--- src/rtl/load_use_hazard_unit.sv ---
// rtl/load_use_hazard_unit.sv - load-use hazard detector with per-register pending-load scoreboard
// Optional stall-cycle performance counter enabled by defining HAZARD_PERF_CNT_EN.
module load_use_hazard_unit #(
  parameter int NUM_REGS     = 16,
  parameter int ADDR_WIDTH   = $clog2(NUM_REGS),
  parameter int LOAD_LATENCY = 2,
  parameter int WORD         = 32,
  localparam int CNT_W       = $clog2(LOAD_LATENCY + 1)
) (
  input  logic                  clk_i,
  input  logic                  reset_i,
  input  logic                  ex_is_valid_i,
  input  logic                  ex_mem_read_en_i,
  input  logic                  ex_reg_write_en_i,
  input  logic [ADDR_WIDTH-1:0] ex_reg_dest_addr_i,
  input  logic                  id_is_valid_i,
  input  logic                  id_src1_used_i,
  input  logic                  id_src2_used_i,
  input  logic [ADDR_WIDTH-1:0] id_src1_addr_i,
  input  logic [ADDR_WIDTH-1:0] id_src2_addr_i,
  input  logic                  flush_i,
  output logic                  stall_o,
  output logic                  bubble_o,
  output logic                  stall_state_o,
  output logic [WORD-1:0]       perf_stall_cnt_o
);

  localparam logic [CNT_W-1:0] LAT_CNT = CNT_W'(LOAD_LATENCY);

  typedef enum logic {
    RUN   = 1'b0,
    STALL = 1'b1
  } state_t;

  logic [CNT_W-1:0] cnt_q [NUM_REGS];
  logic             load_capture;
  logic             hz;
  logic             stall_req;
  state_t           state_q;
  state_t           state_d;

  // A flushed load never reaches memory, so it must not create a pending entry.
  assign load_capture = ex_is_valid_i && ex_mem_read_en_i && ex_reg_write_en_i && !flush_i;

  always_ff @(posedge clk_i) begin
    if (reset_i) begin
      for (int r = 0; r < NUM_REGS; r++) begin
        cnt_q[r] <= '0;
      end
    end else begin
      for (int r = 0; r < NUM_REGS; r++) begin
        if (load_capture && (ex_reg_dest_addr_i == ADDR_WIDTH'(r))) begin
          cnt_q[r] <= LAT_CNT;
        end else if (cnt_q[r] != '0) begin
          cnt_q[r] <= cnt_q[r] - CNT_W'(1);
        end
      end
    end
  end

  assign hz = id_is_valid_i &&
              ((id_src1_used_i && (cnt_q[id_src1_addr_i] != '0)) ||
               (id_src2_used_i && (cnt_q[id_src2_addr_i] != '0)));

  assign stall_req = hz && !flush_i;

  always_ff @(posedge clk_i) begin
    if (reset_i) begin
      state_q <= RUN;
    end else begin
      state_q <= state_d;
    end
  end

  always_comb begin
    state_d = state_q;
    case (state_q)
      RUN:     state_d = stall_req ? STALL : RUN;
      STALL:   state_d = stall_req ? STALL : RUN;
      default: state_d = RUN;
    endcase
  end

  always_comb begin
    stall_o       = stall_req;
    bubble_o      = stall_req;
    stall_state_o = (state_q == STALL);
  end

`ifdef HAZARD_PERF_CNT_EN
  logic [WORD-1:0] perf_q;

  always_ff @(posedge clk_i) begin
    if (reset_i) begin
      perf_q <= '0;
    end else if (stall_req && (perf_q != '1)) begin
      perf_q <= perf_q + WORD'(1);
    end
  end

  assign perf_stall_cnt_o = perf_q;
`else
  assign perf_stall_cnt_o = '0;
`endif

endmodule

--- config.mk ---
export PLATFORM = sky130hd
export DESIGN_NAME = load_use_hazard_unit
export DESIGN_NICKNAME = d
export VERILOG_FILES = /design/src/rtl/load_use_hazard_unit.sv
export SDC_FILE = /design/constraint.sdc
export NUM_CORES = 1
export LEC_CHECK = 0
export BUFFER_PORTS_ARGS = -buffer_cell sky130_fd_sc_hd__clkbuf_2
export CAP_MARGIN = 20
export CORE_MARGIN = 10
export CORE_UTILIZATION = 35
export CTS_CLUSTER_SIZE = 24
export DETAILED_ROUTE_END_ITERATION = 6
export GPL_TIMING_DRIVEN = 0
export PLACE_DENSITY = 0.56
export SYNTH_ARGS = -nofsm -noshare
export SYNTH_HDL_FRONTEND = slang
export SYNTH_SLANG_ARGS = --single-unit
export TNS_END_PERCENT = 30
--- constraint.sdc ---
create_clock -name clk_i -period 2.15 [get_ports clk_i]
set_clock_uncertainty 0.1 [all_clocks]
set_input_delay 0.43 -clock clk_i [delete_from_list [all_inputs] [get_ports clk_i]]
set_output_delay 0.43 -clock clk_i [all_outputs]
set_load 0.02 [all_outputs]
# == Word level (Yosys, flattened, before mapping) ==
# Memories as Yosys holds them, arrays and structs flattened.
# Index checks and enable logic that the tools add are counted.
# classes
n_addsub,16
n_eq_ne,15
n_mux,147
bitwise_logic,32
reduce_logical,44
# op_table
operator,count
$mux W1,115
$mux W2,32
$reduce_bool A2 Y1,18
$eq A4 B4 Y1 const B,8
$or A1 B1 Y1,32
$sub A2 B1 Y2 const B,16
$logic_and A1 B1 Y1,23
$eq A4 B3 Y1 const B,4
$eq A4 B2 Y1 const B,2
$eq A4 B1 Y1 const B,1
$logic_not A4 Y1,1
$logic_not A1 Y1,1
$logic_or A1 B1 Y1,1
# totals
ff_bits,1
mem_bits_rw,32
in_bits,21
mem_count,1
# memory_table
memory,words,width,read_ports,rd_ports_with_merged_regs,write_ports,line_no,rtl
cnt_q,16,2,18,0,16,35,logic [CNT_W-1:0] cnt_q [NUM_REGS];

# == Logic depth before layout (Yosys ltp) ==
# Gate-level depths: netlist of run 1.
# depth
ltp_word,9
ltp_mapped,7
depth_no_buf,5

# == Worst setup path after synthesis of run 1 ==
# OpenSTA, ideal clock, no wires.
# synth_timing
path_kind,in2out
start,input id_src1_addr_i[1]
end,output stall_o
t_arrival_ps,1819
path_slack_ps,-199
path_stages,6
n_path_buf,2
cell_sequence,buf_6 -> mux4_2 -> nand3b_1 -> nand2_1 -> o32ai_2 -> buf_4
# synth_via
elab_chain_len,6
# synth_rtl
element,line_no,rtl
"start, declared",19,"input logic [ADDR_WIDTH-1:0] id_src1_addr_i,"
$mem_v2 Z16 W2,n/a,
$reduce_bool A2 Y1,62,((id_src1_used_i && (cnt_q[id_src1_addr_i] != '0)) ||
$logic_and A1 B1 Y1,62,
$logic_or A1 B1 Y1,62,
$logic_and A1 B1 Y1,61,assign hz = id_is_valid_i &&
$logic_and A1 B1 Y1,65,assign stall_req = hz && !flush_i;
"end, declared",22,"output logic stall_o,"
# Every way passes these cells.

==> results of run 1 <==
[power by group through the flow]
stage / Clock, W / Combinational [W] / Sequential (W)
finish: 0.000473 / 0.00141 / 0.00135
global route: 0.000502 / 0.00163 / 0.00139
CTS: 0.000476 / 0.00137 / 0.00135
detailed placement: 0 / 0.00133 / 0.00136
global placement: 0 / 0.00127 / 0.00136
floorplan: 0 / 0.00108 / 0.00128
[flip-flops by register name (all words and copies together) (netlist names)]
| name | flops |
|---|---|
| cnt_q | 32 |
| stall_state_o | 1 |
[cell usage after synthesis]
library cell  count
inv_1            42
buf_4            34
edfxtp_1         32
nor2_1           29
nand2_1          23
a21oi_1          22
ha_1             16
a31oi_1          13
nor3b_1          11
nor4b_1           8
and3_1            7
clkbuf_1          7
nor3_1            6
nor4_1            5
a211oi_1          4
o21ai_0           4
nand3_1           3
nor3_4            3
buf_2             2
mux4_2            2
nand2b_1          2
nor2b_1           2
o22a_1            2
or4_1             2
buf_6             1
clkbuf_2          1
conb_1            1
dfxtp_1           1
nand3b_1          1
nand4b_4          1
nor3_2            1
o22ai_1           1
o32ai_2           1
or3b_2            1
[logic make-up (layout without fill, tap and decap cells)]
family          Yosys count  in the layout  synth area share
compound gates           47             47             0.109
fa+ha+maj                16             16            0.0775
buf+inv                  87            118             0.180
flops                    33             33             0.380
mux                       2              2            0.0174
other cells               1             32           0.00145
simple gates            105            105             0.235
[how the worst max path moves through the flow]
stage                         end  cells past startpoint                       from
final                     stall_o                      6  cnt_q[9][0]$_SDFFCE_PN0P_
after global routing      stall_o                      6  cnt_q[9][0]$_SDFFCE_PN0P_
after CTS                 stall_o                      6  cnt_q[9][0]$_SDFFCE_PN0P_
after floorplan           stall_o                      6          id_src1_addr_i[1]
after global placement    stall_o                      8          id_src1_addr_i[1]
after detailed placement  stall_o                      8          id_src1_addr_i[1]
[critical path, cell delays in order (launching register included)]
cell and delay (ns):
edfxtp_1 0.42, or4_1 0.52, a31oi_1 0.16, o22a_1 0.21, o32ai_4 0.11, buf_4 0.15, buf_6 0.12
[metal layers]
metal,routed length (µm),share of wire
met1,2770,0.44
met4,134,0.022
met5,0,0
met2,2960,0.47
met3,368,0.059
[through the flow]
step                      instances  worst slack [ns]  cell area, µm²  total power [W]  TNS (ns)
after floorplan                 322            -0.113            2710          0.00236    -0.113
after global placement          439            -0.353            2930          0.00263    -0.639
final                           452            -0.377            3080          0.00323    -0.699
after global routing            452            -0.432            3080          0.00352    -0.814
after CTS                       450            -0.406            3030          0.00319    -0.736
after detailed placement        439            -0.363            2930          0.00269    -0.709
[cell type report]
| type | instances | area, µm² |
|---|---|---|
| fill | 741 | 4130 |
| multi-input combinational | 202 | 1300 |
| sequential | 33 | 981 |
| buffer | 45 | 309 |
| inverter | 42 | 158 |
| timing repair buffer | 23 | 134 |
| tap | 99 | 124 |
| clock buffer | 8 | 80.1 |
[what timing repair did]
action	CTS	global route
cloned	0	0
endpoints found under the hold margin	0	0
gates resized for setup	2	7
buffers inserted	3	2
endpoints found under the setup margin	2	2
pin swaps	4	3
==> summary.txt, run 1 <==
Run status
  • Outcome: complete, but fails checks
  • Violated checks: negative setup slack

GRT
  • Pin count of the biggest net entering global routing: 11
  • M1 GR Usage: 0.132
  • Initial antenna violation count: 0
  • Grt ovf: 0
  • Met3 Usage GRT: 0.0302
  • Most Used Layer, Global Route: met2
  • Vias in the first global route: 2084
  • GRT Overall Usage: 0.110
  • First-pass GRT wire length: 10000 µm
  • Met2 usage: 0.181

Drt
  • Vias per cell: 4.66
  • Vias after detailed routing: 2107
  • Antenna Nets Post-Route: 0
  • Total wire length: 6230 µm
  • DR pass1 iterations: 4
  • Residual DRC count: 0
  • Per-cell routed wire length: 13.8 µm
  • Drt initial violations: 74

Min path
  • Hold Path Class: in2reg
  • Min-delay src: id_src1_used_i
  • Hold Crit Endpoint: stall_state_o$_SDFF_PP0_
  • Worst Hold Depth: 3

Setup path
  • Worst reg-to-reg setup slack: 0.43 ns
  • Worst Path Max Fanout: 3
  • Reg2reg start: cnt_q[9][1]$_DFFE_PP_
  • CP Data Required Time: 1.62 ns
  • CP Data Arrival Time: 2.00 ns
  • Crit end category: output port
  • Crit Path Class: reg2out
  • R2R depth: 5
  • Reg2reg end: stall_state_o$_SDFF_PP0_
  • CP Launch Type: flip-flop

Power
  • Clock power frac: 0.147
  • VDD IR-drop max: 0.244 mV
  • Gate power share: 0.436
  • P_int: 0.00197 W
  • Net Sw Frac: 0.388
  • Cell area power density: 1050 nW/µm²
  • NetSw: 0.00125 W
  • LEAKAGE: 1.39 nW
  • Sequential power share: 0.417

Cells and area
  • Most common cell after layout, fill and taps aside: inv_1
  • Most frequent cells in the layout: inv_1 (42), buf_4 (39), conb_1 (32), edfxtp_1 (32), nor2_1 (29)
  • Area grow syn2layout: 19.3%
  • Util after Layout: 0.427
  • Share of cells above drive strength 1: 0.227
  • Inserted Diodes: 0
  • Final net count: 389

Placement
  • Final GP Congestion: 0.834
  • Post-DP HPWL: 4840 µm
  • Port bufs: 18

Floorplan
  • Core Area: 7210 µm²
  • Initial Util: 0.358
  • Die Ht: 106 µm
  • Die area: 11200 µm²
  • Io pins: 56
  • Die X: 106 µm
  • Placement Rows: 31

Logic synthesis
  • Top-area cell type share of the netlist area: 0.372
  • Mapped Cells: 291
  • Post-synth cell types: 34
  • Count of state elements after synthesis: 33
  • Area leader, netlist: edfxtp_1
  • Sequential area share after synthesis: 0.380
  • Largest cells by area after synthesis: edfxtp_1 (37%), buf_4 (9.9%), ha_1 (7.7%)
  • Mapped Area: 2580 µm²
  • Avg Cell Area, Syn: 8.88 µm²
  • Yosys warns: 0

Clocking
  • CTS root buf: clkbuf_8
  • Hold_buf cts: 0
  • CTS tree: built
  • CTS max path bufs: 2
  • Sinks on Clock Net: 33
  • Clock-pin slew on the worst setup and hold paths: 0.07 ns
  • Total CTS buffers: 5
  • Htree depth: 2
  • Worst-Skew Late Latency: 0.30 ns

STA
  • Peak Freq: 396 MHz
  • Post-route clock period utilization: 1.18
  • Unrepaired setup endpoints after global routing: true
  • Final Hold Vio Count: 0
  • Hold WS: 0.311 ns
  • Slew margin rel.: 0.524
  • Worst-margin pin slew: 0.711 ns
  • Minimum clock period after layout: 2.53 ns
  • Endpoints failing setup: 2
  • Fin worst setup slack: -0.377 ns
  • Final Max Tran Viols: 0

Run
  • Max Cap Viol: 0
(Power assumes the default switching activity.)
==> run 2: changes to the inputs <==
--- a/config.mk
+++ b/config.mk
@@ -7,6 +7,7 @@
 export LEC_CHECK = 0
 export BUFFER_PORTS_ARGS = -buffer_cell sky130_fd_sc_hd__clkbuf_2
 export CAP_MARGIN = 20
+export CORE_ASPECT_RATIO = 1.25
 export CORE_MARGIN = 10
 export CORE_UTILIZATION = 35
 export CTS_CLUSTER_SIZE = 24
==> run 2 against run 1 <==
The flow still finishes with violations (negative setup slack); combinational power about the same; largest cell class unchanged; die area increased by 0.19%; via count increased by 0.43%; hold slack improved by 0.0078 ns; critical path depth unchanged.
==> summary.txt, run 2 (synthesis gave the netlist of run 1 again) <==
Run status
  • Outcome: complete, but fails checks
  • Violated checks: negative setup slack

Cells and area
  • Layout fillers: 748
  • Area grow syn2layout: 20.1%
  • Util after Layout: 0.439
  • Fin area: 3100 µm²
  • Share of cells above drive strength 1: 0.237
  • Reg with most FFs: cnt_q
  • Footprint of the multi-input gates: 1300 µm²
  • Max reg flops: 32
  • Inserted Diodes: 0
  • Non-Filler Instances: 445
  • Most frequent cells in the layout: inv_1 (42), buf_4 (41), conb_1 (32), edfxtp_1 (32), nor2_1 (29)
  • Most common cell after layout, fill and taps aside: inv_1
  • Register area: 981 µm²
  • Final net count: 391

STA
  • Final Max Tran Viols: 0
  • Post-route clock period utilization: 1.16
  • Endpoints failing setup: 2
  • Slew margin rel.: 0.607
  • Final Hold Vio Count: 0
  • Hold WS: 0.319 ns
  • Peak Freq: 399 MHz
  • Fin worst setup slack: -0.354 ns
  • Worst-margin pin slew: 0.586 ns
  • Unrepaired setup endpoints after global routing: true
  • Minimum clock period after layout: 2.50 ns

Drt
  • Drt initial violations: 85
  • Vias per cell: 4.76
  • Total wire length: 6200 µm
  • Vias after detailed routing: 2116
  • DR pass1 iterations: 4
  • Per-cell routed wire length: 13.9 µm
  • Antenna Nets Post-Route: 0
  • Residual DRC count: 0

Setup path
  • Reg2reg start: cnt_q[9][1]$_DFFE_PP_
  • Crit Path Class: reg2out
  • CP Data Arrival Time: 1.97 ns
  • Crit end category: output port
  • CP Launch Type: flip-flop
  • Worst reg-to-reg setup slack: 0.44 ns
  • Worst Path Max Fanout: 3
  • CP Data Required Time: 1.62 ns
  • Reg2reg end: stall_state_o$_SDFF_PP0_
  • R2R depth: 5

Power
  • VDD IR-drop max: 0.368 mV
  • LEAKAGE: 1.41 nW
  • Power Total: 0.00328 W
  • Cell area power density: 1060 nW/µm²

GRT
  • GRT Overall Usage: 0.113
  • Grt ovf: 0
  • Pin count of the biggest net entering global routing: 11
  • Vias in the first global route: 2170
  • Initial antenna violation count: 0
  • First-pass GRT wire length: 10300 µm

Clocking
  • Htree depth: 2
  • Clock-pin slew on the worst setup and hold paths: 0.07 ns
  • Sinks on Clock Net: 33
  • Worst-Skew Late Latency: 0.29 ns
  • CTS tree: built
  • Total CTS buffers: 5
  • CTS max path bufs: 2
  • CTS root buf: clkbuf_8

Floorplan
  • Core Area: 7060 µm²
  • Die X: 96.9 µm
  • Die area: 11200 µm²
  • Initial Util: 0.366
  • Die Ht: 116 µm
  • Placement Rows: 34
  • Io pins: 56

Placement
  • Post-DP HPWL: 4890 µm
  • Final GP Congestion: 0.769
  • Dpl cells: 430
  • Port bufs: 18
  • Placed cell areas: 2910 µm²

Run
  • Max Cap Viol: 0

Min path
  • Hold Path Class: in2reg
  • Worst Hold Depth: 3
  • Min-delay src: id_src1_used_i
  • Hold Crit Endpoint: stall_state_o$_SDFF_PP0_
[run 2: cell type report]
type                            count  area share
Timing Repair Buffer               25      0.0492
Tap cell                           90      0.0363
Clock buffer                        8      0.0290
Multi-Input combinational cell    202       0.419
Buffer                             45      0.0996
Inverter                           42      0.0508
Sequential cell                    33       0.316
[run 2: worst max path at each step]
stage / startpoint / endpoint / cells after the start
global placement: id_src1_addr_i[1] / stall_o / 8
detailed placement: id_src1_addr_i[1] / stall_o / 8
global route: cnt_q[9][1]$_DFFE_PP_ / stall_o / 6
CTS: cnt_q[9][0]$_SDFFCE_PN0P_ / stall_o / 6
floorplan: id_src1_addr_i[1] / stall_o / 6
finish: cnt_q[9][0]$_SDFFCE_PN0P_ / stall_o / 6
[run 2: per-stage QoR]
stage	TNS, ns	worst slack [ns]
global placement	-0.820	-0.336
finish	-0.647	-0.354
floorplan	-0.113	-0.113
global route	-0.795	-0.428
CTS	-0.740	-0.406
detailed placement	-0.845	-0.355
[run 2: repair_timing]
| item | 4_1_cts | 5_1_grt |
|---|---|---|
| pin swaps | 6 | 4 |
| hold buffers | 0 | 0 |
| gates resized for setup | 3 | 9 |
| setup buffers | 3 | 4 |
| hold endpoints to repair | 0 | 0 |
| cloned | 0 | 0 |
| setup endpoints to repair | 2 | 2 |
[run 2: report_power, final]
group | leakage, nW | internal [W] | switching (W) | total (W)
sequential | 0.357 | 0.00112 | 0.000234 | 0.00135
clock | 0.0455 | 0.000261 | 0.000227 | 0.000488
combinational | 1.01 | 0.000648 | 0.000795 | 0.00144
total | 1.41 | 0.00203 | 0.00126 | 0.00328
[run 2: routing by layer]
metal	wire (µm)	up-vias	part of all wire	global-route usage
li1	-	1075	-	-
met1	2570	978	0.42	0.120
met2	3180	55	0.51	0.202
met3	324	8	0.052	0.0316
met4	116	0	0.019	0.0562
met5	0	-	0	0
[run 2: critical path: stages, from the launching register on]
cell	delay [ns]
edfxtp_1	0.43
or4_1	0.52
a31oi_1	0.15
o22a_1	0.21
o32ai_4	0.10
buf_4	0.15
buf_8	0.12
